File: src/rtl/pc_gen_pkg.sv
// Shared types and constants for the OTTER program-counter generator.
// Imported by pc_gen and pc_gen_tgt_sel.
package pc_gen_pkg;

    typedef enum logic [2:0] {
        SEL_SEQ    = 3'd0,
        SEL_JALR   = 3'd1,
        SEL_BRANCH = 3'd2,
        SEL_JAL    = 3'd3,
        SEL_MTVEC  = 3'd4,
        SEL_MEPC   = 3'd5
    } pc_sel_t;

    typedef enum logic [1:0] {
        ST_BOOT = 2'd0,
        ST_RUN  = 2'd1,
        ST_PEND = 2'd2
    } pc_state_t;

    localparam logic [1:0] MTVEC_VECTORED = 2'b01;

    // Reserved encodings 6/7 behave like SEQ, so they are never a redirect.
    function automatic logic is_redirect(input logic [2:0] sel);
        return (sel != SEL_SEQ) && (sel <= SEL_MEPC);
    endfunction

endpackage

File: src/rtl/pc_gen_tgt_sel.sv
// Combinational next-PC target select: JALR LSB clear, mtvec vectoring, alignment.
// With PC_MISALIGN_CHK_EN the raw target is passed through and flagged instead of masked.
module pc_gen_tgt_sel
    import pc_gen_pkg::*;
#(
    parameter int XLEN   = 32,
    parameter int IALIGN = 4,
    parameter int CW     = 4
) (
    input  logic [2:0]      sel_i,
    input  logic [XLEN-1:0] pc_seq_i,
    input  logic [XLEN-1:0] jalr_i,
    input  logic [XLEN-1:0] branch_i,
    input  logic [XLEN-1:0] jal_i,
    input  logic [XLEN-1:0] mtvec_i,
    input  logic [XLEN-1:0] mepc_i,
    input  logic [CW-1:0]   cause_i,
    input  logic            intr_i,
`ifdef PC_MISALIGN_CHK_EN
    output logic            misalign_o,
`endif
    output logic [XLEN-1:0] tgt_o
);

    localparam logic [XLEN-1:0] ALIGN_MASK = ~XLEN'(IALIGN - 1);

    logic [XLEN-1:0] raw;
    logic [XLEN-1:0] mtvec_base;

    always_comb begin
        mtvec_base = {mtvec_i[XLEN-1:2], 2'b00};
        raw        = pc_seq_i;
        case (sel_i)
            SEL_JALR:   raw = {jalr_i[XLEN-1:1], 1'b0};
            SEL_BRANCH: raw = branch_i;
            SEL_JAL:    raw = jal_i;
            SEL_MTVEC: begin
                // Only interrupts are vectored; synchronous exceptions use the base.
                if (mtvec_i[1:0] == MTVEC_VECTORED && intr_i)
                    raw = mtvec_base + (XLEN'(cause_i) << 2);
                else
                    raw = mtvec_base;
            end
            SEL_MEPC:   raw = mepc_i;
            default:    raw = pc_seq_i;
        endcase
    end

`ifdef PC_MISALIGN_CHK_EN
    assign tgt_o      = raw;
    assign misalign_o = (raw & ~ALIGN_MASK) != '0;
`else
    assign tgt_o      = raw & ALIGN_MASK;
`endif

endmodule

File: src/rtl/pc_gen.sv
// OTTER fetch program counter: BOOT/RUN/PEND FSM, held redirect and PC register.
// Optional PC_MISALIGN_CHK_EN adds MISALIGN / MISALIGN_ADDR misaligned-target reporting.
module pc_gen
    import pc_gen_pkg::*;
#(
    parameter int              XLEN      = 32,
    parameter logic [XLEN-1:0] RESET_VEC = '0,
    parameter int              IALIGN    = 4,
    parameter int              NCAUSE    = 16,
    localparam int             CW        = (NCAUSE > 1) ? $clog2(NCAUSE) : 1
) (
    input  logic            clk,
    input  logic            PC_RST,
    input  logic            PC_WE,
    input  logic [2:0]      PC_SEL,
    input  logic [XLEN-1:0] JALR,
    input  logic [XLEN-1:0] BRANCH,
    input  logic [XLEN-1:0] JAL,
    input  logic [XLEN-1:0] MTVEC,
    input  logic [XLEN-1:0] MEPC,
    input  logic [CW-1:0]   TRAP_CAUSE,
    input  logic            TRAP_INTR,
    input  logic            INSTR_C,
`ifdef PC_MISALIGN_CHK_EN
    output logic            MISALIGN,
    output logic [XLEN-1:0] MISALIGN_ADDR,
`endif
    output logic [XLEN-1:0] PC_COUNT,
    output logic [XLEN-1:0] PC_SEQ,
    output logic            PC_VALID,
    output logic            REDIR_PEND
);

    pc_state_t       state_q, state_d;
    logic [XLEN-1:0] pc_q, pc_d;
    logic [XLEN-1:0] pend_q, pend_d;
    logic [XLEN-1:0] step;
    logic [XLEN-1:0] tgt;
    logic [XLEN-1:0] apply_tgt;
    logic            apply;
    logic            redir;

`ifdef PC_MISALIGN_CHK_EN
    localparam logic [XLEN-1:0] ALIGN_MASK = ~XLEN'(IALIGN - 1);

    logic            tgt_mis;
    logic            pend_mis;
    logic            apply_mis;
    logic            misalign_q, misalign_d;
    logic [XLEN-1:0] maddr_q, maddr_d;

    assign pend_mis = (pend_q & ~ALIGN_MASK) != '0;
`endif

    assign step   = (IALIGN == 2 && INSTR_C) ? XLEN'(2) : XLEN'(4);
    assign PC_SEQ = pc_q + step;
    assign redir  = is_redirect(PC_SEL);

    pc_gen_tgt_sel #(
        .XLEN   (XLEN),
        .IALIGN (IALIGN),
        .CW     (CW)
    ) u_tgt_sel (
        .sel_i      (PC_SEL),
        .pc_seq_i   (PC_SEQ),
        .jalr_i     (JALR),
        .branch_i   (BRANCH),
        .jal_i      (JAL),
        .mtvec_i    (MTVEC),
        .mepc_i     (MEPC),
        .cause_i    (TRAP_CAUSE),
        .intr_i     (TRAP_INTR),
`ifdef PC_MISALIGN_CHK_EN
        .misalign_o (tgt_mis),
`endif
        .tgt_o      (tgt)
    );

    always_comb begin
        state_d   = state_q;
        pc_d      = pc_q;
        pend_d    = pend_q;
        apply     = 1'b0;
        apply_tgt = pc_q;
`ifdef PC_MISALIGN_CHK_EN
        apply_mis  = 1'b0;
        misalign_d = 1'b0;
        maddr_d    = maddr_q;
`endif
        case (state_q)
            ST_BOOT: state_d = ST_RUN;
            ST_RUN: begin
                if (PC_WE) begin
                    apply     = 1'b1;
                    apply_tgt = tgt;
`ifdef PC_MISALIGN_CHK_EN
                    apply_mis = tgt_mis;
`endif
                end else if (redir) begin
                    pend_d  = tgt;
                    state_d = ST_PEND;
                end
            end
            ST_PEND: begin
                if (PC_WE) begin
                    // A live redirect on the release cycle supersedes the held one.
                    apply     = 1'b1;
                    state_d   = ST_RUN;
                    apply_tgt = redir ? tgt : pend_q;
`ifdef PC_MISALIGN_CHK_EN
                    apply_mis = redir ? tgt_mis : pend_mis;
`endif
                end else if (redir) begin
                    pend_d = tgt;
                end
            end
            default: state_d = ST_BOOT;
        endcase

        if (apply) begin
`ifdef PC_MISALIGN_CHK_EN
            if (apply_mis) begin
                misalign_d = 1'b1;
                maddr_d    = apply_tgt;
            end else begin
                pc_d = apply_tgt;
            end
`else
            pc_d = apply_tgt;
`endif
        end
    end

    always_ff @(posedge clk) begin
        if (PC_RST) begin
            state_q <= ST_BOOT;
            pc_q    <= RESET_VEC;
`ifdef PC_MISALIGN_CHK_EN
            misalign_q <= 1'b0;
            maddr_q    <= '0;
`endif
        end else begin
            state_q <= state_d;
            pc_q    <= pc_d;
`ifdef PC_MISALIGN_CHK_EN
            misalign_q <= misalign_d;
            maddr_q    <= maddr_d;
`endif
        end
    end

    // The held target is only consulted in PEND, so it needs no reset.
    always_ff @(posedge clk) begin
        pend_q <= pend_d;
    end

    assign PC_COUNT   = pc_q;
    assign PC_VALID   = (state_q != ST_BOOT);
    assign REDIR_PEND = (state_q == ST_PEND);
`ifdef PC_MISALIGN_CHK_EN
    assign MISALIGN      = misalign_q;
    assign MISALIGN_ADDR = maddr_q;
`endif

endmodule

File: config.mk
export PLATFORM = sky130hd
export DESIGN_NAME = pc_gen
export DESIGN_NICKNAME = d
export VERILOG_FILES = /design/src/rtl/pc_gen_pkg.sv /design/src/rtl/pc_gen_tgt_sel.sv /design/src/rtl/pc_gen.sv
export SDC_FILE = /design/constraint.sdc
export NUM_CORES = 1
export LEC_CHECK = 0
export ABC_CLOCK_PERIOD_IN_PS = 2800
export BUFFER_PORTS_ARGS = -buffer_cell sky130_fd_sc_hd__buf_4
export CAP_MARGIN = 20
export CELL_PAD_IN_SITES_DETAIL_PLACEMENT = 0
export CELL_PAD_IN_SITES_GLOBAL_PLACEMENT = 1
export CORE_ASPECT_RATIO = 1.4
export CORE_MARGIN = 1.5
export CORE_UTILIZATION = 32
export DETAILED_ROUTE_END_ITERATION = 8
export HOLD_SLACK_MARGIN = 0.05
export PLACE_DENSITY_LB_ADDON = 0.1
export SYNTH_ARGS = -nofsm -noshare
export SYNTH_HDL_FRONTEND = slang
export SYNTH_HIERARCHICAL = 1
export SYNTH_SLANG_ARGS = --single-unit
File: constraint.sdc
create_clock -name clk -period 2.8 [get_ports clk]
set_clock_uncertainty 0.15 [all_clocks]
set_input_delay 0.28 -clock clk [delete_from_list [all_inputs] [get_ports clk]]
set_output_delay 0.28 -clock clk [all_outputs]
set_load 0.02 [all_outputs]
==> impl_metrics.env, run 1 <==
export IMPL_power_frac_comb_pct=36.1
export IMPL_cts_tree="yes"
export IMPL_io_pin_count=238
export IMPL_final_min_period_over_clock_period_pct=99.6
export IMPL_initialDrtViolationCount=422
export IMPL_vias=7528
export IMPL_power_share_clock_pct=32.3
export IMPL_finalSetupViolCount=0
export IMPL_grt_pass1_vias=6977
export IMPL_drv_cap=0
export IMPL_avgViaCountPerCell=5.53
export IMPL_antenna_left=0
export IMPL_layout_cells_most_common="buf_4"
export IMPL_timing_max_slew_rel_slack_pct=58.3
export IMPL_finalWirelength_um=26600
export IMPL_cts_sink_count=66
export IMPL_final_period_minus_worst_setup_slack_ps=2790
export IMPL_setup_ws_ps=11.4
export IMPL_outcome="complete, no violations"
export IMPL_net_sw_share_pct=31.7
export IMPL_post_route_util_pct=50.1
export IMPL_buffers_from_clock_root_to_sink_at_most=2
export IMPL_worstSkewPairLatency_ps=340
export IMPL_gpl_final_weighted_congestion=0.918
export IMPL_power_switching_mw=1.15
export IMPL_synth_cell_area_um2=6260
export IMPL_postSynth_topFlopCell="dfxtp_1"
export IMPL_globalRouteOverflowTotal=0
export IMPL_startpoint_type="flop"
export IMPL_final_cell_mix="341 x buf_4, 73 x o21ai_0, 69 x nor2_1, 66 x nand2_1, 41 x a21oi_1"
export IMPL_worst_ir_drop_on_vdd_mv=0.394
export IMPL_cts_made_buffers=9
export IMPL_r2r_end="PC_COUNT[29]"
export IMPL_timing_critical_path_fanout_max=5
export IMPL_min_path_type="in2reg"
export IMPL_insertedDiodeCount=0
export IMPL_global_route_wire_length_before_repair_um=39400
export IMPL_average_wire_per_cell_in_the_routed_design_um=19.6
export IMPL_power_density_nw_per_um2=376
export IMPL_netlist_instances=816
export IMPL_rr_worst_depth=13
export IMPL_rsz0062_at_grt="true"
export IMPL_launch_instance_of_the_worst_min_delay_path="PC_WE"
export IMPL_clock_tree_root_buffer_cell="clkbuf_16"
export IMPL_cp_data_arrival_time_ps=2920
export IMPL_internal_power_mw=2.47
export IMPL_synth_edff_count=32
export IMPL_area_of_the_die_um2=20400
export IMPL_critical_path_reg2reg_startpoint="PC_COUNT[4]"
export IMPL_dr_pass1_iters=5
export IMPL_die_h_um=169
export IMPL_initial_antenna_violation_count=0
export IMPL_timing_final_hold_violations=0
export IMPL_critPathCaptureType="flop"
export IMPL_nets=1289
export IMPL_h_tree_depth=3
export IMPL_syn_mean_instance_area_um2=7.67
export IMPL_async_flop_share_pct=0
export IMPL_die_width_um=121
export IMPL_critPathKind="reg2reg"
export IMPL_seq_power_share_pct=31.5
export IMPL_rows=60
export IMPL_fillers=1985
export IMPL_number_of_buffer_cells_added_on_primary_ports=228
export IMPL_grt_start_max_net_pins=69
export IMPL_floorplan_core_area_um2=19200
export IMPL_postSynthRegisterBits=66
export IMPL_detailedPlacementHpwl_um=20500
export IMPL_drcViolationCount=0
export IMPL_placement_setup_worst_slack_ps=-113
export IMPL_leakage_nw=4.25
export IMPL_slew_violations=0
export IMPL_post_route_cells_drive_above_1_share_pct=40.8
export IMPL_initial_core_util_pct=32.6
export IMPL_yosysSeqAreaShare_pct=26.2
export IMPL_overall_global_routing_resource_usage_pct=24.9
export IMPL_holdPathEnd="state_q[1]"
export IMPL_clk_transition_reported_paths_ps=50
export IMPL_ys_warn_count=6
export IMPL_worst_path_required_time_ps=2930
export IMPL_setup_reg_to_reg_worst_slack_ps=10
export IMPL_synth_cell_type_count=73
export IMPL_fmaxAchievable_ghz=0.359
export IMPL_tightestPinTransition_ps=619
export IMPL_area_grow_syn2layout_pct=53.7
export IMPL_holdPathStages=4
-- layer usage --
metal	vias up	global-route usage [%]	wire length (um)	part of all wire, %
met5	-	0	0	0
met4	0	6.91	537	2.0
met3	24	4.14	1810	6.8
met2	258	44.1	13200	49
met1	3552	31.0	11100	42
li1	3694	-	-	-
-- logic make-up (layout without fill, tap and decap cells) --
logic type | count (synthesis) | in the layout | synth area share (%)
xor+xnor | 37 | 37 | 5.18
flops | 66 | 66 | 26.2
other cells | 1 | 2 | 0.0599
fa+ha+maj | 9 | 9 | 1.92
compound gates | 296 | 296 | 32.0
mux | 11 | 11 | 1.80
buf+inv | 93 | 389 | 6.35
simple gates | 303 | 303 | 26.5
-- sequential cells by signal, indices dropped and copies added, names as in the netlist --
register and flops:
PC_COUNT 32, pend_q 32, state_q 2
-- critical path, stage by stage (launching register included) --
cell	delay [ps]
dfxtp_4	350
nand4_4	140
nor4_4	350
buf_4	220
nand3_2	120
xnor2_4	200
inv_1	90
a22oi_1	190
o221ai_1	150
a31oi_1	170
buf_4	150
nand3b_1	100
a31oi_1	200
a22o_1	140
-- synth_stat cells, types with 4 or more instances --
library cell | n | share of area (%)
nor3_1 | 11 | 0.88
a32oi_1 | 4 | 0.56
mux2i_1 | 9 | 1.4
o21ai_0 | 74 | 5.9
and4_1 | 6 | 0.84
ha_1 | 8 | 1.6
buf_4 | 5 | 0.60
edfxtp_1 | 32 | 15
o221a_2 | 7 | 1.3
nand4_1 | 20 | 2.0
nand2_1 | 72 | 4.3
nand3b_1 | 33 | 4.0
nand3_1 | 22 | 1.8
buf_1 | 4 | 0.24
nor4_1 | 16 | 1.6
a211oi_1 | 5 | 0.60
inv_1 | 19 | 1.1
nor2_1 | 70 | 4.2
a221oi_1 | 6 | 0.84
o22ai_1 | 9 | 0.90
nand2b_1 | 9 | 0.90
or3_1 | 4 | 0.40
and2_1 | 5 | 0.50
o31a_1 | 8 | 1.1
a21oi_1 | 49 | 3.9
xnor2_1 | 32 | 4.5
a22o_1 | 37 | 5.2
o211ai_1 | 9 | 1.1
a22oi_1 | 13 | 1.6
a31oi_1 | 36 | 3.6
dfxtp_1 | 34 | 11
a21o_1 | 5 | 0.60
clkbuf_1 | 52 | 3.1
buf_2 | 7 | 0.56
xor2_1 | 5 | 0.70
o221ai_1 | 5 | 0.70
o211a_1 | 5 | 0.80
nor2b_1 | 11 | 1.1
-- area by class of cell --
class	instances	area (um2)	share of cell area [%]
multi-input combinational	658	4490	46.7
inverter	20	75.1	0.780
tap	248	310	3.22
clock buffer	14	274	2.85
clock inverter	2	35.0	0.364
sequential	66	1670	17.4
timing repair buffer	353	2760	28.7
-- metrics by stage --
step	power, mW	hold WS (ps)	cells	setup TNS [ps]	cell area [um2]
6_report	3.62	117	1361	0	9630
5_1_grt	3.80	136	1361	-790	9630
4_1_cts	3.62	111	1351	-1.12	9360
3_5_place_dp	2.43	338	1331	-235	9000
3_3_place_gp	2.42	327	1331	-184	9000
2_1_floorplan	1.82	199	817	-24.8	6350
-- power by group through the flow --
| stage | Sequential, mW | Combinational [mW] | Clock, mW |
|---|---|---|---|
| 3_3_place_gp | 1.16 | 1.26 | 0 |
| 3_5_place_dp | 1.16 | 1.27 | 0 |
| 5_1_grt | 1.15 | 1.42 | 1.23 |
| 4_1_cts | 1.14 | 1.28 | 1.19 |
| 6_report | 1.14 | 1.31 | 1.17 |
| 2_1_floorplan | 1.20 | 0.625 | 0 |
-- worst max-delay path by stage --
stage	startpoint	to	slack (ps)	cells past startpoint
final	PC_COUNT[4]	PC_COUNT[29]	10	13
after global routing	PC_COUNT[4]	PC_COUNT[24]	-150	12
after CTS	PC_COUNT[7]	PC_COUNT[24]	-1	12
after detailed placement	PC_COUNT[15]	PC_COUNT[31]	-110	13
after global placement	PC_COUNT[15]	PC_COUNT[31]	-110	13
after floorplan	PC_COUNT[7]	PC_COUNT[24]	-20	10
-- what timing repair did --
| item | CTS | global route |
|---|---|---|
| setup endpoints to repair | 5 | 18 |
| hold buffers | 1 | 0 |
| pin swaps | 4 | 23 |
| hold endpoints to repair | 2 | 0 |
| resized for setup | 4 | 36 |
| setup buffers | 3 | 11 |
Power figures use the tool's default switching activity.
==> run 2, diff against run 1 <==
GPL_TIMING_DRIVEN = 0   (was default)
==> impl_metrics.env, run 2 (synthesized netlist as in run 1, its figures left out) <==
export IMPL_outcome="finished, violations left"
export IMPL_violations="negative setup slack"
export IMPL_final_cell_mix="279 x buf_4, 71 x o21ai_0, 70 x nor2_1, 68 x nand2_1, 42 x a21oi_1"
export IMPL_critical_path_reg2reg_startpoint="PC_COUNT[16]"
export IMPL_place_detailed_instances=1294
export IMPL_multi_input_gate_area_in_the_final_layout_um2=4500
export IMPL_setup_reg_to_reg_worst_slack_ps=-110
export IMPL_antenna_left=0
export IMPL_buffers_from_clock_root_to_sink_at_most=2
export IMPL_h_tree_depth=3
export IMPL_final_period_minus_worst_setup_slack_ps=2910
export IMPL_slew_violations=0
export IMPL_critPathCaptureType="flop"
export IMPL_min_path_type="in2reg"
export IMPL_worst_path_required_time_ps=2880
export IMPL_die_width_um=121
export IMPL_post_route_cells_drive_above_1_share_pct=37.6
export IMPL_insertedDiodeCount=0
export IMPL_fmaxAchievable_ghz=0.343
export IMPL_gpl_final_weighted_congestion=0.926
export IMPL_ff_latch_area_um2=1710
export IMPL_tightestPinTransition_ps=976
export IMPL_number_of_buffer_cells_added_on_primary_ports=228
export IMPL_avgViaCountPerCell=5.69
export IMPL_grt_start_max_net_pins=33
export IMPL_clk_transition_reported_paths_ps=60
export IMPL_nets=1283
export IMPL_r2r_end="PC_COUNT[27]"
export IMPL_timing_final_hold_violations=0
export IMPL_cts_tree="yes"
export IMPL_worst_ir_drop_on_vdd_mv=0.377
export IMPL_timing_max_slew_rel_slack_pct=34.8
export IMPL_clock_tree_root_buffer_cell="clkbuf_16"
export IMPL_detailedPlacementHpwl_um=23300
export IMPL_global_route_wire_length_before_repair_um=43300
export IMPL_rsz0062_at_grt="true"
export IMPL_finalWirelength_um=29600
export IMPL_final_min_period_over_clock_period_pct=104
export IMPL_initialDrtViolationCount=672
export IMPL_vias=7711
export IMPL_worstSkewPairLatency_ps=330
export IMPL_crit_path_start="PC_COUNT[16]"
export IMPL_layout_cells_most_common="buf_4"
export IMPL_leakage_nw=4.02
export IMPL_grt_pass1_vias=7386
export IMPL_initial_antenna_violation_count=0
export IMPL_finalSetupViolCount=5
export IMPL_power_density_nw_per_um2=379
export IMPL_post_route_util_pct=48.4
export IMPL_area_grow_syn2layout_pct=48.5
export IMPL_initial_core_util_pct=32.6
export IMPL_floorplan_core_area_um2=19200
export IMPL_timing_critical_path_fanout_max=7
export IMPL_io_pin_count=238
export IMPL_startpoint_type="flop"
export IMPL_overall_global_routing_resource_usage_pct=27.7
export IMPL_drv_cap=0
export IMPL_cts_made_buffers=9
export IMPL_drcViolationCount=0
export IMPL_globalRouteOverflowTotal=0
export IMPL_setup_ws_ps=-115
export IMPL_average_wire_per_cell_in_the_routed_design_um=21.8
export IMPL_placement_setup_worst_slack_ps=-912
export IMPL_die_h_um=169
export IMPL_dr_pass1_iters=5
export IMPL_totalNegativeSetupSlack_ps=-328
export IMPL_critPathKind="reg2reg"
export IMPL_finalPower_mw=3.52
export IMPL_fillers=1987
export IMPL_rr_worst_depth=13
export IMPL_crit_path_end="PC_COUNT[27]"
export IMPL_rows=60
export IMPL_instances_no_fill=1355
export IMPL_cp_data_arrival_time_ps=2990
export IMPL_cts_sink_count=66
export IMPL_area_of_the_die_um2=20400
## run 2: worst min-delay path by stage
| stage | startpoint | to | slack [ps] | cells after the start |
|---|---|---|---|---|
| CTS | PC_WE | state_q[1] | 130 | 4 |
| detailed placement | state_q[1] | state_q[1] | 330 | 2 |
| global placement | state_q[1] | state_q[1] | 320 | 2 |
| floorplan | PC_RST | state_q[1] | 200 | 1 |
| finish | PC_WE | state_q[1] | 140 | 4 |
| global route | PC_WE | state_q[1] | 180 | 4 |
## run 2: report_power, final
group          switching, mW  internal, mW  leakage (nW)
clock network          0.416         0.686         0.136
registers             0.0494          1.10         0.590
logic                  0.724         0.540          3.29
total                   1.19          2.33          4.02
## run 2: routing by layer
metal | part of all wire (%) | vias up | GRT usage (%)
met2 | 51 | 338 | 51.6
met5 | 0 | - | 0
met3 | 6.5 | 46 | 2.86
met4 | 2.5 | 0 | 8.75
li1 | - | 3686 | -
met1 | 40 | 3641 | 32.9
## run 2: critical path: stages (launching register included)
cell,delay (ps)
dfxtp_4,390
nand4_1,210
nor4_4,390
buf_4,200
nand4_1,160
xnor2_2,210
buf_4,160
a22o_1,170
a21oi_1,190
a21oi_2,90
buf_4,160
nor2_1,70
a31oi_1,50
a22o_1,210
## run 2: timing repair
| item | in CTS | in global routing |
|---|---|---|
| gates resized for setup | 45 | 46 |
| setup buffers | 30 | 16 |
| setup endpoints to repair | 52 | 34 |
| pin swaps | 22 | 30 |
| endpoints found under the hold margin | 2 | 0 |
| hold buffers | 1 | 0 |
## run 2: cell type report
type	instances	area share, %
Tap cell	248	3.34
Clock inverter	5	0.592
Inverter	20	0.821
Sequential cell	66	18.4
Clock buffer	11	2.50
Timing Repair Buffer	276	22.3
Buffer	71	3.65
Multi-Input combinational cell	658	48.4
## run 2: through the flow
step	hold slack, ps	cell area (um2)
floorplan	199	6350
global placement	318	8370
detailed placement	328	8380
CTS	130	9050
global route	181	9300
finish	139	9300
